<file path="src/rtl/synapse_bram_ctrl_if.sv">
// Bus bundle between the synapse BRAM controller, its two requesters and the BRAM.
// The slave modport is the controller's view; master is the requester/BRAM side.
interface synapse_bram_ctrl_if #(
  parameter int ADDR_W = 8,
  parameter int DATA_W = 8
) ();
  logic              wr_req;
  logic [ADDR_W-1:0] wr_addr;
  logic [DATA_W-1:0] wr_data;
  logic              wr_ack;
  logic              rd_req;
  logic [ADDR_W-1:0] rd_addr;
  logic              rd_ack;
  logic              rd_valid;
  logic [DATA_W-1:0] rd_data;
  logic [ADDR_W-1:0] bram_addr;
  logic [DATA_W-1:0] bram_data;
  logic              bram_w_en;
  logic [DATA_W-1:0] bram_q;

  modport slave (
    input  wr_req, wr_addr, wr_data, rd_req, rd_addr, bram_q,
    output wr_ack, rd_ack, rd_valid, rd_data, bram_addr, bram_data, bram_w_en
  );

  modport master (
    output wr_req, wr_addr, wr_data, rd_req, rd_addr, bram_q,
    input  wr_ack, rd_ack, rd_valid, rd_data, bram_addr, bram_data, bram_w_en
  );
endinterface

</file>
<file path="src/rtl/synapse_bram_ctrl.sv">
// Round-robin arbiter between weight-loader writes and neuron reads on a single-port
// synapse BRAM, plus a full-table clear sweep started by a kill pulse.
module synapse_bram_ctrl #(
  parameter int ADDR_W = 8,
  parameter int DATA_W = 8
) (
  input  logic                clk,
  input  logic                rst,
  input  logic                kill,
  synapse_bram_ctrl_if.slave  bus,
  output logic                busy,
  output logic                clr_done
);
  typedef enum logic [0:0] {ST_IDLE, ST_CLEAR} state_t;

  localparam logic [ADDR_W-1:0] LAST_ADDR = '1;

  state_t            r_state, w_state_next;
  logic [ADDR_W-1:0] r_cnt, w_cnt_next;
  logic              r_rr_wr, w_rr_wr_next;
  logic [ADDR_W-1:0] r_bram_addr, w_bram_addr_next;
  logic [DATA_W-1:0] r_bram_data, w_bram_data_next;
  logic              r_bram_w_en, w_bram_w_en_next;
  logic              r_wr_ack, w_wr_ack_next;
  logic              r_rd_ack, w_rd_ack_next;
  logic              r_rd_valid;
  logic              r_busy, w_busy_next;
  logic              r_clr_done, w_clr_done_next;
  logic              w_wr_elig, w_rd_elig;

  // A requester whose ack is showing this cycle is still holding req; mask it.
  assign w_wr_elig = bus.wr_req & ~r_wr_ack;
  assign w_rd_elig = bus.rd_req & ~r_rd_ack;

  always_comb begin
    w_state_next     = r_state;
    w_cnt_next       = r_cnt;
    w_rr_wr_next     = r_rr_wr;
    w_bram_addr_next = r_bram_addr;
    w_bram_data_next = r_bram_data;
    w_bram_w_en_next = 1'b0;
    w_wr_ack_next    = 1'b0;
    w_rd_ack_next    = 1'b0;
    w_busy_next      = r_busy;
    w_clr_done_next  = 1'b0;
    case (r_state)
      ST_IDLE: begin
        if (kill) begin
          w_state_next = ST_CLEAR;
          w_cnt_next   = '0;
          w_busy_next  = 1'b1;
        end else if (w_wr_elig && (!w_rd_elig || r_rr_wr)) begin
          w_bram_addr_next = bus.wr_addr;
          w_bram_data_next = bus.wr_data;
          w_bram_w_en_next = 1'b1;
          w_wr_ack_next    = 1'b1;
          if (w_rd_elig) w_rr_wr_next = 1'b0;
        end else if (w_rd_elig) begin
          w_bram_addr_next = bus.rd_addr;
          w_rd_ack_next    = 1'b1;
          if (w_wr_elig) w_rr_wr_next = 1'b1;
        end
      end
      ST_CLEAR: begin
        w_bram_addr_next = r_cnt;
        w_bram_data_next = '0;
        w_bram_w_en_next = 1'b1;
        w_cnt_next       = r_cnt + 1'b1;
        if (r_cnt == LAST_ADDR) begin
          w_state_next    = ST_IDLE;
          w_cnt_next      = '0;
          w_clr_done_next = 1'b1;
          w_busy_next     = 1'b0;
        end
      end
      default: w_state_next = ST_IDLE;
    endcase
  end

  always_ff @(posedge clk) begin
    if (rst) begin
      r_state     <= ST_IDLE;
      r_cnt       <= '0;
      r_rr_wr     <= 1'b1;
      r_bram_addr <= '0;
      r_bram_data <= '0;
      r_bram_w_en <= 1'b0;
      r_wr_ack    <= 1'b0;
      r_rd_ack    <= 1'b0;
      r_rd_valid  <= 1'b0;
      r_busy      <= 1'b0;
      r_clr_done  <= 1'b0;
    end else begin
      r_state     <= w_state_next;
      r_cnt       <= w_cnt_next;
      r_rr_wr     <= w_rr_wr_next;
      r_bram_addr <= w_bram_addr_next;
      r_bram_data <= w_bram_data_next;
      r_bram_w_en <= w_bram_w_en_next;
      r_wr_ack    <= w_wr_ack_next;
      r_rd_ack    <= w_rd_ack_next;
      // BRAM output lands one edge after the read address, independent of state.
      r_rd_valid  <= r_rd_ack;
      r_busy      <= w_busy_next;
      r_clr_done  <= w_clr_done_next;
    end
  end

  assign bus.wr_ack    = r_wr_ack;
  assign bus.rd_ack    = r_rd_ack;
  assign bus.rd_valid  = r_rd_valid;
  assign bus.rd_data   = bus.bram_q;
  assign bus.bram_addr = r_bram_addr;
  assign bus.bram_data = r_bram_data;
  assign bus.bram_w_en = r_bram_w_en;
  assign busy          = r_busy;
  assign clr_done      = r_clr_done;
endmodule

</file>
<file path="src/flat_wrapper.sv">
// flat-port wrapper written by rule: the top's interface ports become plain ports
module synapse_bram_ctrl_flat 
#(
  parameter int ADDR_W = 8,
  parameter int DATA_W = 8
)
  (clk, rst, kill, busy, clr_done, bus_wr_req, bus_wr_addr, bus_wr_data, bus_rd_req, bus_rd_addr, bus_bram_q, bus_wr_ack, bus_rd_ack, bus_rd_valid, bus_rd_data, bus_bram_addr, bus_bram_data, bus_bram_w_en);
  synapse_bram_ctrl_if #(.ADDR_W(ADDR_W), .DATA_W(DATA_W)) bus_i ();
  input  logic clk;
  input  logic rst;
  input  logic kill;
  output logic busy;
  output logic clr_done;
  input wire logic [$bits(bus_i.wr_req)-1:0] bus_wr_req;
  input wire logic [$bits(bus_i.wr_addr)-1:0] bus_wr_addr;
  input wire logic [$bits(bus_i.wr_data)-1:0] bus_wr_data;
  input wire logic [$bits(bus_i.rd_req)-1:0] bus_rd_req;
  input wire logic [$bits(bus_i.rd_addr)-1:0] bus_rd_addr;
  input wire logic [$bits(bus_i.bram_q)-1:0] bus_bram_q;
  output wire logic [$bits(bus_i.wr_ack)-1:0] bus_wr_ack;
  output wire logic [$bits(bus_i.rd_ack)-1:0] bus_rd_ack;
  output wire logic [$bits(bus_i.rd_valid)-1:0] bus_rd_valid;
  output wire logic [$bits(bus_i.rd_data)-1:0] bus_rd_data;
  output wire logic [$bits(bus_i.bram_addr)-1:0] bus_bram_addr;
  output wire logic [$bits(bus_i.bram_data)-1:0] bus_bram_data;
  output wire logic [$bits(bus_i.bram_w_en)-1:0] bus_bram_w_en;
  assign bus_i.wr_req = bus_wr_req;
  assign bus_i.wr_addr = bus_wr_addr;
  assign bus_i.wr_data = bus_wr_data;
  assign bus_i.rd_req = bus_rd_req;
  assign bus_i.rd_addr = bus_rd_addr;
  assign bus_i.bram_q = bus_bram_q;
  assign bus_wr_ack = bus_i.wr_ack;
  assign bus_rd_ack = bus_i.rd_ack;
  assign bus_rd_valid = bus_i.rd_valid;
  assign bus_rd_data = bus_i.rd_data;
  assign bus_bram_addr = bus_i.bram_addr;
  assign bus_bram_data = bus_i.bram_data;
  assign bus_bram_w_en = bus_i.bram_w_en;
  synapse_bram_ctrl #(.ADDR_W(ADDR_W), .DATA_W(DATA_W)) u_core (.clk(clk), .rst(rst), .kill(kill), .bus(bus_i), .busy(busy), .clr_done(clr_done));
endmodule
</file>
<file path="config.mk">
export PLATFORM = sky130hd
export DESIGN_NAME = synapse_bram_ctrl_flat
export DESIGN_NICKNAME = d
export VERILOG_FILES = /design/src/rtl/synapse_bram_ctrl_if.sv /design/src/rtl/synapse_bram_ctrl.sv /design/src/flat_wrapper.sv
export SDC_FILE = /design/constraint.sdc
export NUM_CORES = 1
export LEC_CHECK = 0
export BUFFER_PORTS_ARGS = -buffer_cell sky130_fd_sc_hd__clkbuf_2
export CAP_MARGIN = 5
export CORE_MARGIN = 3
export CORE_UTILIZATION = 30
export DETAILED_ROUTE_END_ITERATION = 12
export HOLD_SLACK_MARGIN = 0.08
export PLACE_DENSITY_LB_ADDON = 0.3
export SETUP_SLACK_MARGIN = 0.5
export SYNTH_ARGS = -nofsm -noshare
export SYNTH_HDL_FRONTEND = slang
export SYNTH_SLANG_ARGS = --single-unit
</file>
<file path="constraint.sdc">
create_clock -name clk -period 1.4 [get_ports clk]
set_input_delay 0.21 -clock clk [delete_from_list [all_inputs] [get_ports clk]]
set_output_delay 0.21 -clock clk [all_outputs]
set_load 0.05 [all_outputs]
</file>
==> key figures, run 1 <==
Finish
  • Antenna cells: 0
  • Fin area: 0.00252 mm^2
  • NumNets Final: 255
  • FILL cells: 390
  • Multi-input gate area: 892 um^2
  • Reg area: 689 um^2
  • P&R area growth vs syn: 69.9%
  • Layout cells sized above 1: 0.638

Floorplan
  • Die width: 76.4 um
  • Initial Utilization: 0.325
  • Die H: 76.4 um
  • Top Ports: 67
  • Core ar.: 0.00456 mm^2
  • Row cnt: 24
  • Overall die area: 0.00583 mm^2

Pwr
  • Part of the power in registers: 0.427
  • Overall Power: 0.00230 W
  • Clock power frac: 0.345
  • Pint: 0.00166 W
  • VDD IR-drop max: 0.354 mV
  • NetSw: 0.000634 W
  • Switching share of total power: 0.276
  • P_leak: 1.05 nW
  • Logic pwr share: 0.227
  • Power density over the cells: 911 mW/mm^2

Yosys
  • Area leader, netlist: dfxtp_1
  • Unique cell type count in the Yosys netlist: 38
  • Synth top area share: 0.431
  • Synth area leaders: dfxtp_1 (43%), mux2i_1 (16%), nor2_1 (4.8%)
  • Flops & latches, synth: 32
  • Post-Synthesis Net Count: 192
  • Synth warnings: 0
  • Synth Instances: 154
  • Synthesized area: 0.00149 mm^2
  • Syn avg cell area: 9.64 um^2
  • Register area share after synthesis: 0.431

Placed design
  • GP Congestion: 0.789
  • Hpwl dp: 2650 um
  • Placed Instance Area: 0.00184 mm^2
  • IO buf count: 50

Global route
  • Largest net degree at the start of global routing: 12
  • Vias in the first global route: 1,360
  • GRT Residual Overflow: 0
  • Antenna violations before repair: 0
  • Gr usage total: 0.138
  • First-pass GRT wire length: 6490 um

Routing
  • Wire per inst: 14.7 um
  • Via count: 1,354
  • ANT nets after route: 0
  • Post-route DRC: 0
  • Total routed wirelength: 4170 um
  • Via-to-Cell Ratio: 4.78
  • Pre-antenna DRT Iters: 4
  • DR iter-0 viols: 64

STA
  • F_max: 775 MHz
  • Min cycle time layout: 1.29 ns
  • TNS Setup: 0 ns
  • Final Skew: 0.00792 ns
  • Final Hold Viols: 0
  • Setup violators final: 0
  • Slew @ Worst Pin: 0.323 ns
  • RSZ-0062 raised after global routing: true
  • Slew Viols, Final: 0
  • Final Cycle Share: 0.922
  • Max_slew headroom: 0.785

Worst setup path
  • CP endpoint kind: register
  • Cells on worst reg2reg path: 3
  • Worst Setup Path Type: register to register
  • Max Fanout on Critical Path: 8
  • R2R Path End: u_core.bus.bram_addr[1]$_SDFFE_PP0P_
  • Reg2reg setup slack: 0.11 ns
  • Critical Path AT: 1.49 ns
  • R2r startpoint: u_core.r_state$_SDFF_PP0_
  • Crit path required time: 1.60 ns
  • Startpoint types: register

Clock network
  • Inserted Clock Buffers: 5
  • CTS tree: done
  • Clock transition at path regs: 0.07 ns
  • CTS hold repair buffers: 0
  • H-tree levels: 2
  • Max clock buf depth: 2
  • Root cell of the clock tree: clkbuf_8
  • CTS sink cnt: 32
  • Worst-Skew Late Latency: 0.29 ns

Min path
  • Hold Crit Start: bus_wr_data[7]
  • Min-Delay Path Class: input pin to register
  • Cells on Worst Hold Path: 3
  • Hold Path End: u_core.bus.bram_data[7]$_SDFFE_PP0P_

Outcome
  • Status: finished, final reports clean

Run
  • MaxCap Viol Count: 0
## routing by layer
| layer | track usage | part of all wire |
|---|---|---|
| met5 | 0 | 0 |
| met4 | 0.0489 | 0.0098 |
| met3 | 0.0496 | 0.058 |
| met2 | 0.228 | 0.53 |
| met1 | 0.164 | 0.41 |
## power by group through the flow
stage / sequential, W / combinational (W) / clock (W)
6_report: 0.000982 / 0.000523 / 0.000793
2_1_floorplan: 0.00108 / 0.000233 / 0
3_3_place_gp: 0.000987 / 0.000366 / 0
3_5_place_dp: 0.000988 / 0.000368 / 0
5_1_grt: 0.000985 / 0.000555 / 0.000856
4_1_cts: 0.000979 / 0.000470 / 0.000807
## synth_stat cells (all sizes together)
master / number
inv: 3
nor2: 20
nand3: 1
o32ai: 1
a22o: 2
mux2i: 23
dfxtp: 32
and2: 2
nor4: 1
o22ai: 8
or2: 1
a21oi: 3
and3: 4
nand2b: 6
o21bai: 1
o21ai: 3
buf: 15
or3: 1
o311ai: 1
o41ai: 1
ha: 1
a21o: 2
a21bo: 1
clkbuf: 1
nand4: 1
xnor2: 2
nand3b: 2
nand2: 2
nor2b: 3
a31oi: 2
nor3b: 2
nor3: 6
## flip-flops by register name (all words and copies together), names as in the netlist
| register | flops |
|---|---|
| u_core.bus.rd_valid | 1 |
| u_core.bus.rd_ack | 1 |
| u_core.r_cnt | 8 |
| u_core.r_state | 1 |
| u_core.busy | 1 |
| u_core.bus.bram_w_en | 1 |
| u_core.clr_done | 1 |
| u_core.bus.wr_ack | 1 |
| u_core.bus.bram_data | 8 |
| u_core.bus.bram_addr | 8 |
| u_core.r_rr_wr | 1 |
## final cells by class
class                      count  area share
inverter                       3     0.00446
timing repair buffer          71       0.296
multi-input combinational    104       0.353
tap                           65      0.0322
sequential                    32       0.273
clock buffer                   7      0.0387
clock inverter                 1     0.00198
## worst max-delay path by stage
stage / slack, ns / to / startpoint
4_1_cts: 0.13 / u_core.clr_done$_SDFF_PP0_ / u_core.r_cnt[1]$_SDFFE_PP0P_
3_5_place_dp: 0.12 / u_core.bus.bram_addr[1]$_SDFFE_PP0P_ / u_core.bus.wr_ack$_SDFF_PP0_
5_1_grt: 0.05 / u_core.bus.bram_addr[1]$_SDFFE_PP0P_ / u_core.bus.rd_ack$_SDFF_PP0_
2_1_floorplan: 0.07 / u_core.bus.bram_data[0]$_SDFFE_PP0P_ / u_core.bus.wr_ack$_SDFF_PP0_
3_3_place_gp: 0.14 / u_core.clr_done$_SDFF_PP0_ / u_core.r_cnt[0]$_SDFFE_PP0P_
6_report: 0.11 / u_core.bus.bram_addr[1]$_SDFFE_PP0P_ / u_core.r_state$_SDFF_PP0_
## cell families (layout without fill, tap and decap cells)
kind of cell | after synthesis | count (layout) | synth area share
adders and majority gates | 1 | 1 | 0.00842
buffers and inverters | 19 | 82 | 0.0834
xor gates and xnor gates | 2 | 2 | 0.0118
DFF | 32 | 32 | 0.431
and+or+nand+nor | 52 | 53 | 0.196
AOI/OAI and AO/OA | 25 | 25 | 0.114
muxes | 23 | 23 | 0.155
## through the flow
step | util | cells | worst slack [ns] | hold WS, ns
6_report | 0.553 | 283 | 0.109 | 0.165
4_1_cts | 0.519 | 275 | 0.126 | 0.159
5_1_grt | 0.553 | 283 | 0.0508 | 0.188
3_5_place_dp | 0.404 | 260 | 0.118 | 0.420
3_3_place_gp | 0.404 | 260 | 0.137 | 0.420
2_1_floorplan | - | 154 | 0.0667 | 0.357
## layout by cell type (no fill, tap or decap), types with 2 or more instances in the layout
cell / count
nand2b_4: 4
buf_6: 3
dfxtp_2: 24
a31oi_1: 2
clkbuf_8: 5
nand3b_1: 2
xnor2_1: 2
buf_8: 16
clkbuf_16: 9
nor3_2: 2
o22ai_1: 7
a22o_1: 2
and3_4: 3
nor2_4: 2
dfxtp_1: 3
a21oi_1: 2
dfxtp_4: 5
inv_1: 2
nor2b_1: 2
nand2b_1: 2
o21ai_1: 3
nor3_1: 3
clkbuf_2: 28
mux2i_2: 2
mux2i_1: 21
buf_4: 15
nor2_1: 18
## worst max-delay path: stages (launching register included)
cell and delay [ns]:
dfxtp_4 0.37, or3_4 0.41, nand2b_4 0.20, o22ai_1 0.22
## repair_timing
item                                   in CTS  in global routing
setup endpoints to repair                  53                 53
pin swaps                                   7                 12
setup buffers                               6                  8
gates cloned                                1                  0
gates resized for setup                    88                 35
endpoints found under the hold margin       0                  0
Note: power is estimated with default switching activity, not from simulation.
==> run 2, diff against run 1 <==
--- a/config.mk
+++ b/config.mk
@@ -7,6 +7,7 @@
 export LEC_CHECK = 0
 export BUFFER_PORTS_ARGS = -buffer_cell sky130_fd_sc_hd__clkbuf_2
 export CAP_MARGIN = 5
+export CORE_ASPECT_RATIO = 1.25
 export CORE_MARGIN = 3
 export CORE_UTILIZATION = 30
 export DETAILED_ROUTE_END_ITERATION = 12
==> key figures, run 2 (synthesized netlist as in run 1, its figures left out) <==
Finish
  • Most frequent cells in the layout: clkbuf_2 (28), mux2i_1 (22), dfxtp_2 (22)
  • FILL cells: 434
  • Layout cells sized above 1: 0.631
  • Antenna cells: 0
  • Multi-input gate area: 885 um^2
  • P&R area growth vs syn: 72.6%
  • Commonest non-fill, non-tap cell in the layout: clkbuf_2
  • Reg area: 687 um^2
  • NumNets Final: 262

STA
  • TNS Setup: 0 ns
  • Slew Viols, Final: 0
  • Final Cycle Share: 0.930
  • Setup ws final: 0.0976 ns
  • Max_slew headroom: 0.802
  • Slew @ Worst Pin: 0.295 ns
  • Final Skew: 0.00554 ns
  • Setup violators final: 0
  • RSZ-0062 raised after global routing: true
  • Final Hold Viols: 0
  • F_max: 768 MHz
  • Min cycle time layout: 1.30 ns

Worst setup path
  • Worst Setup Path Type: register to register
  • CP endpoint kind: register
  • Max Fanout on Critical Path: 9
  • Startpoint types: register
  • Critical Path AT: 1.48 ns
  • Crit path required time: 1.58 ns

Global route
  • Gr usage total: 0.147
  • GRT Residual Overflow: 0
  • Antenna violations before repair: 0
  • First-pass GRT wire length: 6400 um
  • Largest net degree at the start of global routing: 14
  • Vias in the first global route: 1,404

Floorplan
  • Row cnt: 28
  • Core ar.: 0.00476 mm^2
  • Die width: 68.9 um
  • Die H: 84.7 um
  • Initial Utilization: 0.312
  • Overall die area: 0.00584 mm^2
  • Top Ports: 67

Routing
  • Pre-antenna DRT Iters: 2
  • Total routed wirelength: 4180 um
  • ANT nets after route: 0
  • DR iter-0 viols: 37
  • Via count: 1,385
  • Post-route DRC: 0
  • Wire per inst: 14.6 um
  • Via-to-Cell Ratio: 4.86

Clock network
  • Max clock buf depth: 2
  • Inserted Clock Buffers: 5
  • Root cell of the clock tree: clkbuf_8
  • Clock transition at path regs: 0.06 ns
  • H-tree levels: 2
  • CTS tree: done
  • Worst-Skew Late Latency: 0.29 ns
  • CTS sink cnt: 32

Min path
  • Min-Delay Path Class: input pin to register

Placed design
  • GP Congestion: 0.830
  • Worst slack at placement: 0.112 ns
  • Hpwl dp: 2960 um
  • IO buf count: 50

Run
  • MaxCap Viol Count: 0

Pwr
  • P_leak: 1.08 nW
  • Power density over the cells: 876 mW/mm^2
  • VDD IR-drop max: 0.577 mV

Outcome
  • Status: finished, final reports clean
## run 2: cell types whose count changed in the layout (fill, tap and decap cells not counted), sizes merged
cell and change:
buf +6, clkinv +1
## run 2: cell type report
cell class                      count  area share
Clock inverter                      2     0.00390
Timing Repair Buffer               78       0.317
Sequential cell                    32       0.268
Clock buffer                        6      0.0322
Multi-Input combinational cell    104       0.345
Inverter                            3     0.00439
Tap cell                           60      0.0293
## run 2: repair_timing
action | 4_1_cts | 5_1_grt
setup endpoints to repair | 53 | 53
pin swaps | 4 | 8
buffers inserted | 10 | 9
resized for setup | 82 | 35
hold buffers | 0 | 0
cloned | 0 | 1
## run 2: layer usage
metal	share of wire	track usage	vias to the layer above	wire length, um
li1	-	-	677	-
met1	0.38	0.148	650	1580
met2	0.54	0.267	51	2250
met3	0.069	0.0535	7	289
met4	0.015	0.0532	0	63
met5	0	0	-	0
## run 2: final timing paths
check | start | to | slack, ns | depth (start not counted)
setup reg to reg | u_core.bus.rd_ack$_SDFF_PP0_ | u_core.bus.bram_data[3]$_SDFFE_PP0P_ | 0.1 | 6
hold reg to reg | u_core.bus.bram_data[1]$_SDFFE_PP0P_ | u_core.bus.bram_data[1]$_SDFFE_PP0P_ | 0.51 | 2
hold / removal | bus_wr_data[1] | u_core.bus.bram_data[1]$_SDFFE_PP0P_ | 0.16 | 3
setup / recovery | u_core.bus.rd_ack$_SDFF_PP0_ | u_core.bus.bram_data[3]$_SDFFE_PP0P_ | 0.1 | 6
## run 2: power breakdown
part           leakage (nW)  total (W)  switching [W]  internal, W
clock network        0.0510   0.000730       0.000339     0.000392
registers             0.273   0.000982      0.0000351     0.000947
logic                 0.753   0.000534       0.000261     0.000273
total                  1.08    0.00225       0.000635      0.00161
## run 2: critical path, cell delays in order, from the launching register on
cell     delay (ns)
dfxtp_4        0.37
nor3b_4        0.04
buf_6          0.13
nor3_4         0.21
buf_12         0.16
mux2i_2        0.22
nor2_1         0.05
## run 2: through the flow
| stage | instances | power [W] | util | area, um^2 | hold WS (ns) |
|---|---|---|---|---|---|
| 6_report | 285 | 0.00225 | 0.538 | 2560 | 0.162 |
| 5_1_grt | 285 | 0.00235 | 0.538 | 2560 | 0.186 |
| 4_1_cts | 275 | 0.00221 | 0.499 | 2380 | 0.165 |
| 3_5_place_dp | 257 | 0.00136 | 0.388 | 1850 | 0.420 |
| 3_3_place_gp | 257 | 0.00136 | 0.388 | 1850 | 0.420 |
| 2_1_floorplan | 154 | 0.00131 | - | 1580 | 0.357 |
